`src/rtl/pkg_SQImageCache.sv`:
```
// Shared constants and types for the SQ image cache fetch path.
package pkg_SQImageCache;

  localparam int unsigned WORD_SIZE         = 32;
  localparam int unsigned ROW_WIDTH         = 3;
  localparam int unsigned COL_WIDTH         = 3;
  localparam int unsigned TOTAL_WORDS       = 2 ** (ROW_WIDTH + COL_WIDTH);
  localparam int unsigned DEFAULT_BURST_LEN = 8;

  typedef enum logic [2:0] {
    StIdle,
    StCheck,
    StReq,
    StDrain,
    StDone
  } fetch_state_e;

endpackage

```
`src/rtl/sq_fetch_fifo.sv`:
```
// Show-ahead FIFO: rdata presents the head word whenever the FIFO is not empty.
module sq_fetch_fifo #(
  parameter int unsigned WIDTH = 32,
  parameter int unsigned DEPTH = 32
) (
  input  logic                       clk,
  input  logic                       reset,
  input  logic                       push,
  input  logic                       pop,
  input  logic [WIDTH-1:0]           wdata,
  output logic [WIDTH-1:0]           rdata,
  output logic                       full,
  output logic                       empty,
  output logic [$clog2(DEPTH):0]     count
);

  localparam int unsigned PtrW = $clog2(DEPTH);
  localparam int unsigned CntW = PtrW + 1;

  logic [WIDTH-1:0] mem_q [DEPTH];
  logic [PtrW-1:0]  wr_ptr_q, rd_ptr_q;
  logic [CntW-1:0]  count_q;
  logic             do_push, do_pop;

  assign empty   = (count_q == '0);
  assign full    = (count_q == CntW'(DEPTH));
  assign count   = count_q;
  assign do_pop  = pop && !empty;
  // A pop in the same cycle frees the slot, so a full FIFO can still accept.
  assign do_push = push && (!full || do_pop);
  assign rdata   = empty ? '0 : mem_q[rd_ptr_q];

  always_ff @(posedge clk or posedge reset) begin
    if (reset) begin
      wr_ptr_q <= '0;
      rd_ptr_q <= '0;
      count_q  <= '0;
    end else begin
      if (do_push) wr_ptr_q <= wr_ptr_q + 1'b1;
      if (do_pop)  rd_ptr_q <= rd_ptr_q + 1'b1;
      if (do_push && !do_pop) begin
        count_q <= count_q + 1'b1;
      end else if (do_pop && !do_push) begin
        count_q <= count_q - 1'b1;
      end
    end
  end

  always_ff @(posedge clk) begin
    if (do_push) mem_q[wr_ptr_q] <= wdata;
  end

endmodule

```
`src/rtl/sq_image_burst_fetcher.sv`:
```
// Avalon-MM burst reader that streams one square image to the SQ cache loader.
// Define SQ_FETCH_STATS_EN to add the stall_cycles / overflow_err statistics ports.
module sq_image_burst_fetcher #(
  parameter int unsigned AVM_ADDR_WIDTH = 32,
  parameter int unsigned WORD_SIZE      = pkg_SQImageCache::WORD_SIZE,
  parameter int unsigned ROW_WIDTH      = pkg_SQImageCache::ROW_WIDTH,
  parameter int unsigned COL_WIDTH      = pkg_SQImageCache::COL_WIDTH,
  parameter int unsigned BURST_LEN      = pkg_SQImageCache::DEFAULT_BURST_LEN,
  parameter int unsigned FIFO_DEPTH     = 32
) (
  input  logic                          clk,
  input  logic                          reset,
  input  logic                          start,
  input  logic [AVM_ADDR_WIDTH-1:0]     base_addr,
  output logic                          busy,
  output logic                          done,
  output logic [AVM_ADDR_WIDTH-1:0]     avm_address,
  output logic                          avm_read,
  output logic [$clog2(BURST_LEN):0]    avm_burstcount,
  input  logic                          avm_waitrequest,
  input  logic [WORD_SIZE-1:0]          avm_readdata,
  input  logic                          avm_readdatavalid,
  output logic [WORD_SIZE-1:0]          data,
  output logic                          data_ready,
  input  logic                          data_wanted
`ifdef SQ_FETCH_STATS_EN
  ,
  output logic [31:0]                   stall_cycles,
  output logic [0:0]                    overflow_err
`endif
);

  import pkg_SQImageCache::*;

  localparam int unsigned ImgW       = ROW_WIDTH + COL_WIDTH;
  localparam int unsigned WordsW     = ImgW + 1;
  localparam int unsigned TotalWords = 2 ** ImgW;
  localparam int unsigned NumBursts  = TotalWords / BURST_LEN;
  localparam int unsigned BurstW     = $clog2(NumBursts) + 1;
  localparam int unsigned CntW       = $clog2(FIFO_DEPTH) + 1;
  localparam int unsigned BcW        = $clog2(BURST_LEN) + 1;
  localparam int unsigned BurstBytes = BURST_LEN * (WORD_SIZE / 8);

  fetch_state_e              state_q, state_d;
  logic [AVM_ADDR_WIDTH-1:0] base_q, base_d;
  logic [BurstW-1:0]         bursts_q, bursts_d;
  logic [WordsW-1:0]         words_q, words_d;
  logic [CntW-1:0]           outstanding_q, outstanding_d;

  logic                      fifo_full, fifo_empty, fifo_push, push_drop;
  logic [CntW-1:0]           fifo_count;
  logic                      handoff, rdv_accept, read_accept, credit_ok;
  logic [AVM_ADDR_WIDTH-1:0] burst_off;

  assign avm_burstcount = BcW'(BURST_LEN);
  assign data_ready     = !fifo_empty;
  assign handoff        = data_ready && data_wanted;
  // Beats with nothing outstanding belong to a burst aborted by reset.
  assign rdv_accept     = avm_readdatavalid && (outstanding_q != '0);
  assign push_drop      = rdv_accept && fifo_full && !handoff;
  assign fifo_push      = rdv_accept && !push_drop;
  assign read_accept    = (state_q == StReq) && !avm_waitrequest;
  assign credit_ok      = ({1'b0, fifo_count} + {1'b0, outstanding_q} + (CntW + 1)'(BURST_LEN))
                          <= (CntW + 1)'(FIFO_DEPTH);
  assign burst_off      = AVM_ADDR_WIDTH'(bursts_q) * AVM_ADDR_WIDTH'(BurstBytes);

  sq_fetch_fifo #(
    .WIDTH (WORD_SIZE),
    .DEPTH (FIFO_DEPTH)
  ) u_fifo (
    .clk   (clk),
    .reset (reset),
    .push  (fifo_push),
    .pop   (handoff),
    .wdata (avm_readdata),
    .rdata (data),
    .full  (fifo_full),
    .empty (fifo_empty),
    .count (fifo_count)
  );

  always_comb begin
    outstanding_d = outstanding_q;
    if (read_accept) outstanding_d = outstanding_d + CntW'(BURST_LEN);
    if (rdv_accept)  outstanding_d = outstanding_d - 1'b1;
  end

  always_comb begin
    state_d     = state_q;
    base_d      = base_q;
    bursts_d    = bursts_q;
    words_d     = words_q;
    busy        = 1'b0;
    done        = 1'b0;
    avm_read    = 1'b0;
    avm_address = '0;
    if (handoff) words_d = words_q + 1'b1;
    unique case (state_q)
      StIdle: begin
        if (start) begin
          base_d   = base_addr;
          bursts_d = '0;
          words_d  = '0;
          state_d  = StCheck;
        end
      end
      StCheck: begin
        busy = 1'b1;
        if (bursts_q == BurstW'(NumBursts)) begin
          state_d = StDrain;
        end else if (credit_ok) begin
          state_d = StReq;
        end
      end
      StReq: begin
        busy        = 1'b1;
        avm_read    = 1'b1;
        avm_address = base_q + burst_off;
        if (!avm_waitrequest) begin
          bursts_d = bursts_q + 1'b1;
          state_d  = StCheck;
        end
      end
      StDrain: begin
        busy = 1'b1;
        if (words_q == WordsW'(TotalWords)) state_d = StDone;
      end
      StDone: begin
        done    = 1'b1;
        state_d = StIdle;
      end
      default: state_d = StIdle;
    endcase
  end

  always_ff @(posedge clk or posedge reset) begin
    if (reset) begin
      state_q       <= StIdle;
      base_q        <= '0;
      bursts_q      <= '0;
      words_q       <= '0;
      outstanding_q <= '0;
    end else begin
      state_q       <= state_d;
      base_q        <= base_d;
      bursts_q      <= bursts_d;
      words_q       <= words_d;
      outstanding_q <= outstanding_d;
    end
  end

`ifdef SQ_FETCH_STATS_EN
  logic [31:0] stall_q;
  logic        overflow_q;

  always_ff @(posedge clk or posedge reset) begin
    if (reset) begin
      stall_q    <= '0;
      overflow_q <= 1'b0;
    end else begin
      if ((state_q == StIdle) && start) begin
        stall_q <= '0;
      end else if (busy && data_ready && !data_wanted && (stall_q != '1)) begin
        stall_q <= stall_q + 1'b1;
      end
      if (push_drop) overflow_q <= 1'b1;
    end
  end

  assign stall_cycles = stall_q;
  assign overflow_err = overflow_q;
`endif

endmodule
```
`config.mk`:
```
export PLATFORM = sky130hd
export DESIGN_NAME = sq_image_burst_fetcher
export DESIGN_NICKNAME = d
export VERILOG_FILES = /design/src/rtl/pkg_SQImageCache.sv /design/src/rtl/sq_fetch_fifo.sv /design/src/rtl/sq_image_burst_fetcher.sv
export SDC_FILE = /design/constraint.sdc
export NUM_CORES = 1
export LEC_CHECK = 0
export ABC_AREA = 1
export BUFFER_PORTS_ARGS = -buffer_cell sky130_fd_sc_hd__buf_4
export CAP_MARGIN = 10
export CORE_MARGIN = 5
export CORE_UTILIZATION = 45
export CTS_BUF_LIST = sky130_fd_sc_hd__clkbuf_4
export DETAILED_ROUTE_END_ITERATION = 10
export PLACE_DENSITY_LB_ADDON = 0.05
export SLEW_MARGIN = 10
export SYNTH_ARGS = -nofsm -noshare
export SYNTH_HDL_FRONTEND = slang
export SYNTH_SLANG_ARGS = --single-unit
```
`constraint.sdc`:
```
create_clock -name clk -period 5.1 [get_ports clk]
set_clock_uncertainty 0.2 [all_clocks]
set_input_delay 0.765 -clock clk [delete_from_list [all_inputs] [get_ports clk]]
set_output_delay 0.765 -clock clk [all_outputs]
set_load 0.01 [all_outputs]
```
==> results.sh <==
export IMPL_drive_above_1_share_pct=17.2
export IMPL_hold_viol=0
export IMPL_cp_max_fo=32
export IMPL_yosys_top_cells_area="edfxtp_1 (68%), nor2_1 (6.6%), o21ai_0 (5.3%)"
export IMPL_postRouteAntennaNets=0
export IMPL_grt_pass1_wl_um=203000
export IMPL_critPathBufInv=3
export IMPL_finalPower_mw=30.3
export IMPL_reg2reg_slack_ns=1.54
export IMPL_io_buffers=137
export IMPL_required_ns=4.14
export IMPL_cts_buffer_depth=4
export IMPL_cp_end_kind="primary output"
export IMPL_status="completed"
export IMPL_synth_ff_latch_count=1092
export IMPL_slew_viol_final=0
export IMPL_async_flop_share_pct=6.23
export IMPL_grt_usage_pct=25.8
export IMPL_ys_warnings_count=0
export IMPL_first_global_vias=31100
export IMPL_syn_area_per_cell_sq_um=11.6
export IMPL_die_area_sq_um=107000
export IMPL_wl_um=140000
export IMPL_start_util_pct=45.3
export IMPL_min_path_type="in -> async"
export IMPL_via_per_inst=5.53
export IMPL_insertion_delay_ns=1.17
export IMPL_cellLeakagePower_nw=19.1
export IMPL_yosys_top_cells_count="edfxtp_1 (1024), nor2_1 (802), nand2_1 (549), o21ai_0 (482), nand3_1 (233)"
export IMPL_met2WireLength_um=65300
export IMPL_netlist_area_leader_share_pct=67.8
export IMPL_fin_crit_sh_pct=96.7
export IMPL_worst_path_stages=8
export IMPL_fin_crit_ns=4.93
export IMPL_num_rows=116
export IMPL_cts_tree="yes"
export IMPL_drtIter0Drc=3022
export IMPL_highest_layer="met5"
export IMPL_crit_arrival_ns=3.97
export IMPL_cts_clk_slew_worst_paths_ns=0.07
export IMPL_wl_per_cell_um=24.2
export IMPL_reg2reg_from="outstanding_q[1]$_DFFE_PP0N_"
export IMPL_core_sq_um=100000
export IMPL_yosysUniqueCellTypes=32
export IMPL_wl_met3_um=10700
export IMPL_cts_root_buf="clkbuf_4"
export IMPL_synth_edff_count=1024
export IMPL_worstRegToRegCells=9
export IMPL_r2r_end="u_fifo.mem_q[29][25]$_DFFE_PP_"
export IMPL_drt_met1_wl_um=59300
export IMPL_post_route_drc_count=0
export IMPL_die_height_um=328
export IMPL_peakVddDrop_v=0.000424
export IMPL_vias=32000
export IMPL_worst_pin_slew_ns=0.929
export IMPL_h_tree_depth=5
export IMPL_first_pass_iters=5
export IMPL_start_kind="flop"
export IMPL_crit_slowest_cell="dfrtp_4"
export IMPL_nNetsFinal=4406
export IMPL_grt_start_max_net_pins=163
export IMPL_syn_to_final_growth_pct=16.4
export IMPL_post_route_util_pct=52.7
export IMPL_path_delay_family="buffers and inverters"
export IMPL_max_slew_margin_pct=38.0
export IMPL_cts_buffers=310
export IMPL_num_io_pins=142
export IMPL_syn_area_sq_um=45400
export IMPL_dp_slack_ns=1.08
export IMPL_path_cells="clkinv_4 > buf_4 > o211ai_1 > nand3_1 > nand2_1 > nand2_1 > nor2_1 > buf_4"
export IMPL_grt_remaining_overflow=0
export IMPL_cap_violations=0
export IMPL_setup_viol=0
export IMPL_hpwl_um=75100
export IMPL_cp_slowest_stage_delay_ns=0.83
export IMPL_antenna_found_initial=11
export IMPL_synthCells=3923
export IMPL_cts_sinks=1092
export IMPL_cp_endpoint="data[1]"
export IMPL_fin_ws_ns=0.170
export IMPL_ys_seq_area_share_pct=71.5
export IMPL_synth_top_cell_by_area="edfxtp_1"
export IMPL_chipWidth_um=328
export IMPL_gp_congestion=0.797
export IMPL_synth_most_common_cell="edfxtp_1"
export IMPL_fmax_ghz=0.203
export IMPL_worstSetupStartpoint="u_fifo.rd_ptr_q[2]$_DFFE_PP0P_"
export IMPL_critical_path_class="reg -> out"
export IMPL_synthFlopType="edfxtp_1"
export IMPL_power_density_nw_per_um2=574
## final cells by class
type	instances	area [sq um]
Tap cell	1298	1620
Timing Repair inverter	1	8.76
Clock inverter	38	196
Sequential cell	1092	32500
Multi-Input combinational cell	2451	11500
Clock buffer	459	3450
Timing Repair Buffer	294	2910
Inverter	152	608
Antenna cell	10	25.0
Fill cell	8954	47300
## cell usage in the layout, fill, tap and decap left out, types with 3 or more instances in the layout
cell and count:
dfrtp_4 3, o22ai_1 66, or2_2 14, xor2_1 21, a211oi_1 3, buf_6 3, fa_1 3, nor2_4 34
nor3_1 22, dlygate4sd3_1 70, nor2_1 755, buf_12 36, clkinv_1 27, nand2_1 548, o211ai_1 66, buf_4 181
a21oi_1 75, dfrtp_1 64, o21ai_0 482, diode_2 10, nor2_2 14, clkbuf_4 459, conb_1 4, inv_2 12
edfxtp_1 1024, ha_1 31, nand4_1 16, nand3_1 233, o21ai_1 53, xnor2_1 4, inv_1 145
## worst min-delay path: cells and delay by family
kind                   cells  cell delay [ns]
buffers and inverters      3             1.24
## where the power goes
group	switching, mW	internal [mW]
Clock	3.54	4.15
Sequential	0.536	10.6
Combinational	8.06	3.47
## registers in the layout, indices dropped and copies added (netlist names)
| signal | count |
|---|---|
| base_q | 32 |
| u_fifo.mem_q | 1024 |
| words_q | 7 |
| outstanding_q | 6 |
| bursts_q | 4 |
| u_fifo.rd_ptr_q | 5 |
| state_q | 3 |
| u_fifo.wr_ptr_q | 5 |
| u_fifo.count | 6 |
## through the flow
step                cells  cell area (sq um)  hold slack [ns]  setup TNS [ns]
floorplan            3925              45400            0.255               0
global placement     5215              48300            0.274               0
global route         5794              52800           0.0690         -0.0755
CTS                  5784              52700          0.00994               0
detailed placement   5215              48300            0.273               0
finish               5795              52800            0.149               0
## cells by family after synthesis
family | count (synthesis) | synth area share (%)
AOI/OAI and AO/OA | 746 | 8.80
xor gates and xnor gates | 25 | 0.483
adders and majority gates | 34 | 0.987
buffers and inverters | 382 | 3.70
DFF | 1092 | 71.5
other | 2 | 0.0166
and+or+nand+nor | 1642 | 14.5
## per-layer routing
layer  global-route usage [%]  vias up
li1                         -    14700
met3                     5.93      307
met4                     10.6        2
met2                     40.6     1193
met5                        0        -
met1                     34.8    15800
## worst min-delay path by stage
| stage | cells past startpoint | slack (ns) | end | startpoint |
|---|---|---|---|---|
| global placement | 2 | 0.27 | base_q[8]$_DFFE_PP0P_ | base_q[8]$_DFFE_PP0P_ |
| CTS | 3 | 0.01 | base_q[3]$_DFFE_PP0P_ | reset |
| detailed placement | 2 | 0.27 | base_q[8]$_DFFE_PP0P_ | base_q[8]$_DFFE_PP0P_ |
| finish | 3 | 0.15 | base_q[3]$_DFFE_PP0P_ | reset |
| floorplan | 2 | 0.26 | base_q[5]$_DFFE_PP0P_ | base_q[5]$_DFFE_PP0P_ |
| global route | 4 | 0.07 | base_q[5]$_DFFE_PP0P_ | base_addr[5] |
## repair_timing
item | CTS | global route
pin swaps | 0 | 0
buffers inserted | 1 | 1
endpoints found under the setup margin | 24 | 15
cloned | 1 | 0
hold buffers | 70 | 0
hold endpoints to repair | 1110 | 0
gates resized for setup | 12 | 14
Note: power is estimated with default switching activity, not from simulation.
